==> config.mk <==
export PLATFORM = sky130hd
export DESIGN_NAME = uart_rx_framer_flat
export DESIGN_NICKNAME = d
export VERILOG_FILES = /design/src/rtl/uart_pkg.sv /design/src/rtl/uart_rx_framer_if.sv /design/src/rtl/uart_frame_timer.sv /design/src/rtl/uart_rx_framer.sv /design/src/flat_wrapper.sv
export SDC_FILE = /design/constraint.sdc
export NUM_CORES = 1
export LEC_CHECK = 0
export BUFFER_PORTS_ARGS = -buffer_cell sky130_fd_sc_hd__buf_2
export CAP_MARGIN = 40
export CORE_ASPECT_RATIO = 0.75
export CORE_MARGIN = 3
export CORE_UTILIZATION = 59
export DETAILED_ROUTE_END_ITERATION = 10
export PLACE_DENSITY = 0.87
export SETUP_SLACK_MARGIN = 0.5
export SKIP_CTS_REPAIR_TIMING = 1
export SLEW_MARGIN = 5
export SYNTH_ARGS = -nofsm -noshare
export SYNTH_HDL_FRONTEND = slang
export SYNTH_SLANG_ARGS = --single-unit
==> constraint.sdc <==
create_clock -name clock -period 6.65 [get_ports clock]
set_input_delay 1.33 -clock clock [delete_from_list [all_inputs] [get_ports clock]]
set_output_delay 1.33 -clock clock [all_outputs]
set_load 0.01 [all_outputs]
==> src/rtl/uart_pkg.sv <==
// Shared types, constants and helpers for the UART receive framer.
package uart_pkg;

  typedef enum logic [2:0] {
    StHunt,
    StCmd,
    StLen,
    StPay,
    StChk,
    StHold
  } state_e;

  localparam logic [7:0] SyncDefault = 8'hA5;
  localparam int unsigned ByteW = 8;

  // Increment that sticks at the all-ones value of a counter of the given width.
  function automatic logic [31:0] sat_inc(input logic [31:0] value, input int unsigned width);
    logic [31:0] max_val;
    max_val = (width >= 32) ? '1 : ((32'd1 << width) - 32'd1);
    return (value >= max_val) ? value : value + 32'd1;
  endfunction

endpackage

==> src/rtl/uart_rx_framer_if.sv <==
// Byte-stream input and parallel frame output of the framer, bundled as one interface.
interface uart_rx_framer_if
  import uart_pkg::*;
#(
  parameter int unsigned MAX_LEN = 16
);
  localparam int unsigned LenW = $clog2(MAX_LEN + 1);

  logic [8:0]               din;
  logic                     din_valid;
  logic                     din_ready;
  logic                     frame_valid;
  logic                     frame_ready;
  logic [ByteW-1:0]         frame_cmd;
  logic [LenW-1:0]          frame_len;
  logic [ByteW*MAX_LEN-1:0] frame_data;

  modport master (
    output din, din_valid, frame_ready,
    input  din_ready, frame_valid, frame_cmd, frame_len, frame_data
  );

  modport slave (
    input  din, din_valid, frame_ready,
    output din_ready, frame_valid, frame_cmd, frame_len, frame_data
  );

endinterface

==> src/rtl/uart_frame_timer.sv <==
// Inter-byte timeout counter: expire is raised while enabled and the count sits at TIMEOUT-1.
module uart_frame_timer #(
  parameter int unsigned TIMEOUT = 500000
) (
  input  logic clock,
  input  logic reset,
  input  logic clear,
  input  logic enable,
  output logic expire
);
  localparam int unsigned CntW = (TIMEOUT > 1) ? $clog2(TIMEOUT) : 1;

  logic [CntW-1:0] cnt_q, cnt_d;

  assign expire = enable && (32'(cnt_q) == TIMEOUT - 1);

  always_comb begin
    cnt_d = cnt_q;
    if (clear) begin
      cnt_d = '0;
    end else if (enable && !expire) begin
      cnt_d = cnt_q + CntW'(1);
    end
  end

  always_ff @(posedge clock) begin
    if (reset) begin
      cnt_q <= '0;
    end else begin
      cnt_q <= cnt_d;
    end
  end

endmodule

==> src/rtl/uart_rx_framer.sv <==
// Hunts for SYNC, assembles SYNC/CMD/LEN/payload/CHK frames and hands good ones out whole.
module uart_rx_framer
  import uart_pkg::*;
#(
  parameter int unsigned MAX_LEN   = 16,
  parameter logic [7:0]  SYNC      = SyncDefault,
  parameter int unsigned TIMEOUT   = 500000,
  parameter int unsigned CNT_WIDTH = 8
) (
  input  logic                 clock,
  input  logic                 reset,
  uart_rx_framer_if.slave      bus,
  output logic [CNT_WIDTH-1:0] par_err_cnt,
  output logic [CNT_WIDTH-1:0] len_err_cnt,
  output logic [CNT_WIDTH-1:0] chk_err_cnt,
  output logic [CNT_WIDTH-1:0] to_err_cnt
);
  localparam int unsigned LenW = $clog2(MAX_LEN + 1);

  state_e                   state_q, state_d;
  logic [ByteW-1:0]         cmd_q, cmd_d;
  logic [LenW-1:0]          len_q, len_d;
  logic [LenW-1:0]          idx_q, idx_d;
  logic [ByteW-1:0]         sum_q, sum_d;
  logic [ByteW*MAX_LEN-1:0] data_q, data_d;
  logic [CNT_WIDTH-1:0]     par_q, par_d, len_err_q, len_err_d;
  logic [CNT_WIDTH-1:0]     chk_q, chk_d, to_q, to_d;

  logic             accept, in_frame, expire, timeout, par_flag;
  logic [ByteW-1:0] rx_byte, sum_next;

  assign rx_byte  = bus.din[ByteW-1:0];
  assign par_flag = bus.din[8];
  assign accept   = bus.din_valid && bus.din_ready;
  assign in_frame = (state_q == StCmd) || (state_q == StLen) ||
                    (state_q == StPay) || (state_q == StChk);
  // An accepted byte on the expiring cycle beats the timeout.
  assign timeout  = in_frame && expire && !accept;
  assign sum_next = sum_q + rx_byte;

  uart_frame_timer #(
    .TIMEOUT(TIMEOUT)
  ) u_timer (
    .clock  (clock),
    .reset  (reset),
    .clear  (accept || !in_frame),
    .enable (in_frame),
    .expire (expire)
  );

  always_comb begin
    state_d   = state_q;
    cmd_d     = cmd_q;
    len_d     = len_q;
    idx_d     = idx_q;
    sum_d     = sum_q;
    data_d    = data_q;
    par_d     = par_q;
    len_err_d = len_err_q;
    chk_d     = chk_q;
    to_d      = to_q;

    unique case (state_q)
      StHunt: begin
        if (accept && !par_flag && rx_byte == SYNC) begin
          state_d = StCmd;
          data_d  = '0;
          idx_d   = '0;
          sum_d   = '0;
        end
      end
      StCmd, StLen, StPay, StChk: begin
        if (accept && par_flag) begin
          state_d = StHunt;
          par_d   = CNT_WIDTH'(sat_inc(32'(par_q), CNT_WIDTH));
        end else if (accept) begin
          unique case (state_q)
            StCmd: begin
              cmd_d   = rx_byte;
              sum_d   = sum_next;
              state_d = StLen;
            end
            StLen: begin
              if (32'(rx_byte) > MAX_LEN) begin
                state_d   = StHunt;
                len_err_d = CNT_WIDTH'(sat_inc(32'(len_err_q), CNT_WIDTH));
              end else begin
                len_d   = LenW'(rx_byte);
                sum_d   = sum_next;
                state_d = (rx_byte == '0) ? StChk : StPay;
              end
            end
            StPay: begin
              for (int unsigned i = 0; i < MAX_LEN; i++) begin
                if (idx_q == LenW'(i)) data_d[ByteW*i +: ByteW] = rx_byte;
              end
              sum_d = sum_next;
              idx_d = idx_q + LenW'(1);
              if (idx_q + LenW'(1) == len_q) state_d = StChk;
            end
            default: begin
              if (sum_next == '0) begin
                state_d = StHold;
              end else begin
                state_d = StHunt;
                chk_d   = CNT_WIDTH'(sat_inc(32'(chk_q), CNT_WIDTH));
              end
            end
          endcase
        end else if (timeout) begin
          state_d = StHunt;
          to_d    = CNT_WIDTH'(sat_inc(32'(to_q), CNT_WIDTH));
        end
      end
      StHold: begin
        if (bus.frame_ready) state_d = StHunt;
      end
      default: state_d = StHunt;
    endcase
  end

  always_ff @(posedge clock) begin
    if (reset) begin
      state_q   <= StHunt;
      cmd_q     <= '0;
      len_q     <= '0;
      idx_q     <= '0;
      sum_q     <= '0;
      data_q    <= '0;
      par_q     <= '0;
      len_err_q <= '0;
      chk_q     <= '0;
      to_q      <= '0;
    end else begin
      state_q   <= state_d;
      cmd_q     <= cmd_d;
      len_q     <= len_d;
      idx_q     <= idx_d;
      sum_q     <= sum_d;
      data_q    <= data_d;
      par_q     <= par_d;
      len_err_q <= len_err_d;
      chk_q     <= chk_d;
      to_q      <= to_d;
    end
  end

  assign bus.din_ready   = (state_q != StHold);
  assign bus.frame_valid = (state_q == StHold);
  assign bus.frame_cmd   = cmd_q;
  assign bus.frame_len   = len_q;
  assign bus.frame_data  = data_q;
  assign par_err_cnt     = par_q;
  assign len_err_cnt     = len_err_q;
  assign chk_err_cnt     = chk_q;
  assign to_err_cnt      = to_q;

endmodule

==> src/flat_wrapper.sv <==
// flat-port wrapper written by rule: the top's interface ports become plain ports
module uart_rx_framer_flat import uart_pkg::*;
#(
  parameter int unsigned MAX_LEN   = 16,
  parameter logic [7:0]  SYNC      = SyncDefault,
  parameter int unsigned TIMEOUT   = 500000,
  parameter int unsigned CNT_WIDTH = 8
)
  (clock, reset, par_err_cnt, len_err_cnt, chk_err_cnt, to_err_cnt, bus_din, bus_din_valid, bus_frame_ready, bus_din_ready, bus_frame_valid, bus_frame_cmd, bus_frame_len, bus_frame_data);
  uart_rx_framer_if #(.MAX_LEN(MAX_LEN)) bus_i ();
  input  logic clock;
  input  logic reset;
  output logic [CNT_WIDTH-1:0] par_err_cnt;
  output logic [CNT_WIDTH-1:0] len_err_cnt;
  output logic [CNT_WIDTH-1:0] chk_err_cnt;
  output logic [CNT_WIDTH-1:0] to_err_cnt;
  input wire logic [$bits(bus_i.din)-1:0] bus_din;
  input wire logic [$bits(bus_i.din_valid)-1:0] bus_din_valid;
  input wire logic [$bits(bus_i.frame_ready)-1:0] bus_frame_ready;
  output wire logic [$bits(bus_i.din_ready)-1:0] bus_din_ready;
  output wire logic [$bits(bus_i.frame_valid)-1:0] bus_frame_valid;
  output wire logic [$bits(bus_i.frame_cmd)-1:0] bus_frame_cmd;
  output wire logic [$bits(bus_i.frame_len)-1:0] bus_frame_len;
  output wire logic [$bits(bus_i.frame_data)-1:0] bus_frame_data;
  assign bus_i.din = bus_din;
  assign bus_i.din_valid = bus_din_valid;
  assign bus_i.frame_ready = bus_frame_ready;
  assign bus_din_ready = bus_i.din_ready;
  assign bus_frame_valid = bus_i.frame_valid;
  assign bus_frame_cmd = bus_i.frame_cmd;
  assign bus_frame_len = bus_i.frame_len;
  assign bus_frame_data = bus_i.frame_data;
  uart_rx_framer #(.MAX_LEN(MAX_LEN), .SYNC(SYNC), .TIMEOUT(TIMEOUT), .CNT_WIDTH(CNT_WIDTH)) u_core (.clock(clock), .reset(reset), .bus(bus_i), .par_err_cnt(par_err_cnt), .len_err_cnt(len_err_cnt), .chk_err_cnt(chk_err_cnt), .to_err_cnt(to_err_cnt));
endmodule
==> impl_metrics.py <==
metrics = {
    "run_status": {
        "outcome": "complete, no violations",
    },
    "worst_setup_path": {
        "cp_max_fo": 6,
        "cp.arrival_ns": 3.86,
        "end_kind": "flip-flop",
        "cp.required_ns": 7.03,
        "cp-start-kind": "input port",
        "crit_type": "input port to flip-flop",
    },
    "layout": {
        "insertedDiodeCount": 0,
        "fillCellCount": 1125,
        "final_cell_mix": "208 x dfxtp_1, 197 x nor2_1, 187 x buf_2",
        "multi_input_area_sq_um": 4510,
        "drive_gt1_share_pct": 22.9,
        "finalNetCount": 1148,
        "layout_commonest_cell": "dfxtp_1",
        "fin_area_sq_um": 10700,
        "syn_to_final_growth_pct": 20.3,
        "seqCellArea_sq_um": 4160,
    },
    "power_and_ir_drop": {
        "combinationalPowerShare_pct": 14.4,
        "pwr-share-seq_pct": 44.0,
        "leakage_nw": 5.53,
        "swShare_pct": 26.8,
        "p_sw_uw": 781,
        "power_density_nw_per_um2": 271,
        "clockPowerShare_pct": 41.6,
        "p_int_mw": 2.13,
        "vdd_drop_max_v": 0.000195,
    },
    "detailed_routing": {
        "drc_errors": 0,
        "drt-total-wl_mm": 22.7,
        "drt_first_iter_violations": 731,
        "vias": 7413,
        "postRouteAntennaNets": 0,
        "post_drt_via_cell_ratio": 5.57,
        "drt_first_pass_iters": 7,
        "wire_per_inst_microns": 17.0,
    },
    "floorplanning": {
        "die_w_microns": 148,
        "io-pin-count": 188,
        "die_area_sq_um": 16700,
        "start_util_pct": 61.0,
        "rows": 38,
        "die_h_microns": 113,
        "core_area_sq_um": 14600,
    },
    "timing": {
        "rsz0062_at_grt": "no",
        "finClkSkew_ns": 0.00906,
        "hold_viol_final": 0,
        "fmax_ghz": 0.288,
        "layout_min_cycle_time_ns": 3.47,
        "setup-tns-final_ns": 0,
        "drv_slew": 0,
        "min_period_over_period_pct": 52.2,
        "worstMarginPinSlew_ns": 0.840,
        "maxSlewHeadroom_pct": 44.0,
        "setup_violations": 0,
    },
    "synth": {
        "synth_flop_cell": "dfxtp_1",
        "yosysSeqAreaShare_pct": 46.6,
        "synthSimpleGateAreaFrac_pct": 20.2,
        "syn_nets": 983,
        "synth_cell_type_count": 60,
        "synth_compound_area_share_pct": 6.36,
        "synth_area_per_cell_sq_um": 9.38,
        "yosys_warnings": 0,
        "synthMuxAreaShare_pct": 16.4,
        "synth_edf_count": 0,
        "synth_xor_area_share_pct": 4.92,
        "synth_cells": 952,
        "syn_area_sq_um": 8930,
        "synth-seq-cells": 208,
        "synth_adder_area_share_pct": 2.61,
        "async_flop_share_pct": 0,
        "synth_top_family_by_area": "simple AND/OR/NAND/NOR gates",
    },
    "run": {
        "maxCapViolCount": 0,
    },
    "global_routing": {
        "grt_max_degree": 102,
        "grt_pass1_wl_mm": 36.4,
        "antenna_found_initial": 0,
        "gr-total-overflow": 0,
        "grtUsageTotal_pct": 26.4,
        "grt_pass1_vias": 6913,
    },
    "placed_design": {
        "hpwl_mm": 15.7,
        "place_area_sq_um": 10000,
        "gp_congestion": 0.926,
        "portBuffers": 187,
    },
    "cts": {
        "insertion_delay_ns": 0.49,
        "cts_root_buffer": "clkbuf_16",
        "cts_made_buffers": 20,
        "cts_sinks": 208,
        "clkSlewWorstSetupHoldPaths_ns": 0.06,
        "clk_path_buf_depth": 3,
        "htreeDepth": 1,
        "cts_tree": "done",
    },
    "min_path": {
        "min_path_type": "flip-flop to flip-flop",
    },
}
## area by class of cell
type                       instances  share of cell area (%)
clock buffer                      27                    5.57
clock inverter                     8                    1.07
inverter                          10                   0.349
multi-input combinational        681                    42.0
sequential                       208                    38.8
tap                              200                    2.33
timing repair buffer             196                    9.91
## logic make-up (layout without fill, tap and decap cells)
logic type | count (synthesis) | in the layout
fa+ha+maj | 18 | 18
buf+inv | 63 | 241
mux | 146 | 146
flops | 208 | 208
compound gates | 86 | 86
simple gates | 383 | 383
xor+xnor | 48 | 48
## path summary, 6_finish.rpt
path	cells past startpoint	to	slack [ns]	startpoint
min reg2reg	2	u_core.bus.frame_cmd[2]$_SDFFE_PP0P_	0.45	u_core.bus.frame_cmd[2]$_SDFFE_PP0P_
max reg2reg	7	u_core.u_timer.cnt_q[18]$_SDFFE_PP0P_	3.77	u_core.state_q[0]$_SDFFE_PP0P_
min	2	u_core.bus.frame_cmd[2]$_SDFFE_PP0P_	0.45	u_core.bus.frame_cmd[2]$_SDFFE_PP0P_
max	10	u_core.state_q[2]$_SDFFE_PP0P_	3.18	bus_din[0]
## cell usage after synthesis, drive strengths merged (17+ instances only)
| master | n | area share [%] |
|---|---|---|
| xnor2 | 20 | 2.2 |
| nor3 | 17 | 0.95 |
| clkbuf | 46 | 1.9 |
| xor2 | 28 | 2.7 |
| ha | 17 | 2.4 |
| dfxtp | 208 | 47 |
| mux2i | 142 | 16 |
| a21oi | 34 | 2.1 |
| o21ai | 28 | 1.8 |
| nor2 | 197 | 8.3 |
| nand2 | 51 | 2.4 |
| nand3 | 32 | 1.8 |
## power groups by stage
stage                     clock network (mW)  registers, mW  logic [mW]
after global placement                     0           1.31       0.382
after detailed placement                   0           1.31       0.406
after global routing                    1.28           1.28       0.455
after CTS                               1.23           1.28       0.409
after floorplan                            0           1.30       0.289
final                                   1.21           1.28       0.420
## metal layers
metal / track usage, % / vias up / routed length [microns]
met3: 5.65 / 47 / 1840
met2: 41.7 / 292 / 10300
met4: 6.95 / 0 / 491
li1: - / 3588 / -
met5: 0 / - / 0
met1: 37.1 / 3486 / 10000
## worst max-delay path, stage by stage
cell	delay (ns)
buf_2	0.14
ha_1	0.26
fa_1	0.43
xor2_1	0.19
nor3_1	0.22
o221ai_1	0.18
nor3_1	0.42
and2_1	0.28
o211ai_1	0.10
a211oi_1	0.30
## stage by stage
stage	worst slack [ns]	utilization, %	hold WS [ns]	cells	power, mW
finish	3.18	73.4	0.453	1330	2.91
global route	3.04	73.4	0.474	1330	3.02
CTS	3.29	73.2	0.452	1329	2.92
detailed placement	2.80	68.4	0.444	1294	1.71
global placement	2.75	67.7	0.441	1288	1.69
floorplan	3.24	-	0.432	952	1.59
## registers in the layout, indices dropped and copies added, names as in the netlist
name and flops:
u_core.sum_q 8, u_core.bus.frame_data 128, u_core.to_err_cnt 8, u_core.idx_q 5, u_core.len_err_cnt 8, u_core.bus.frame_len 5, u_core.u_timer.cnt_q 19, u_core.par_err_cnt 8
u_core.chk_err_cnt 8, u_core.state_q 3, u_core.bus.frame_cmd 8
No activity file was read; power rests on OpenSTA's default activity.
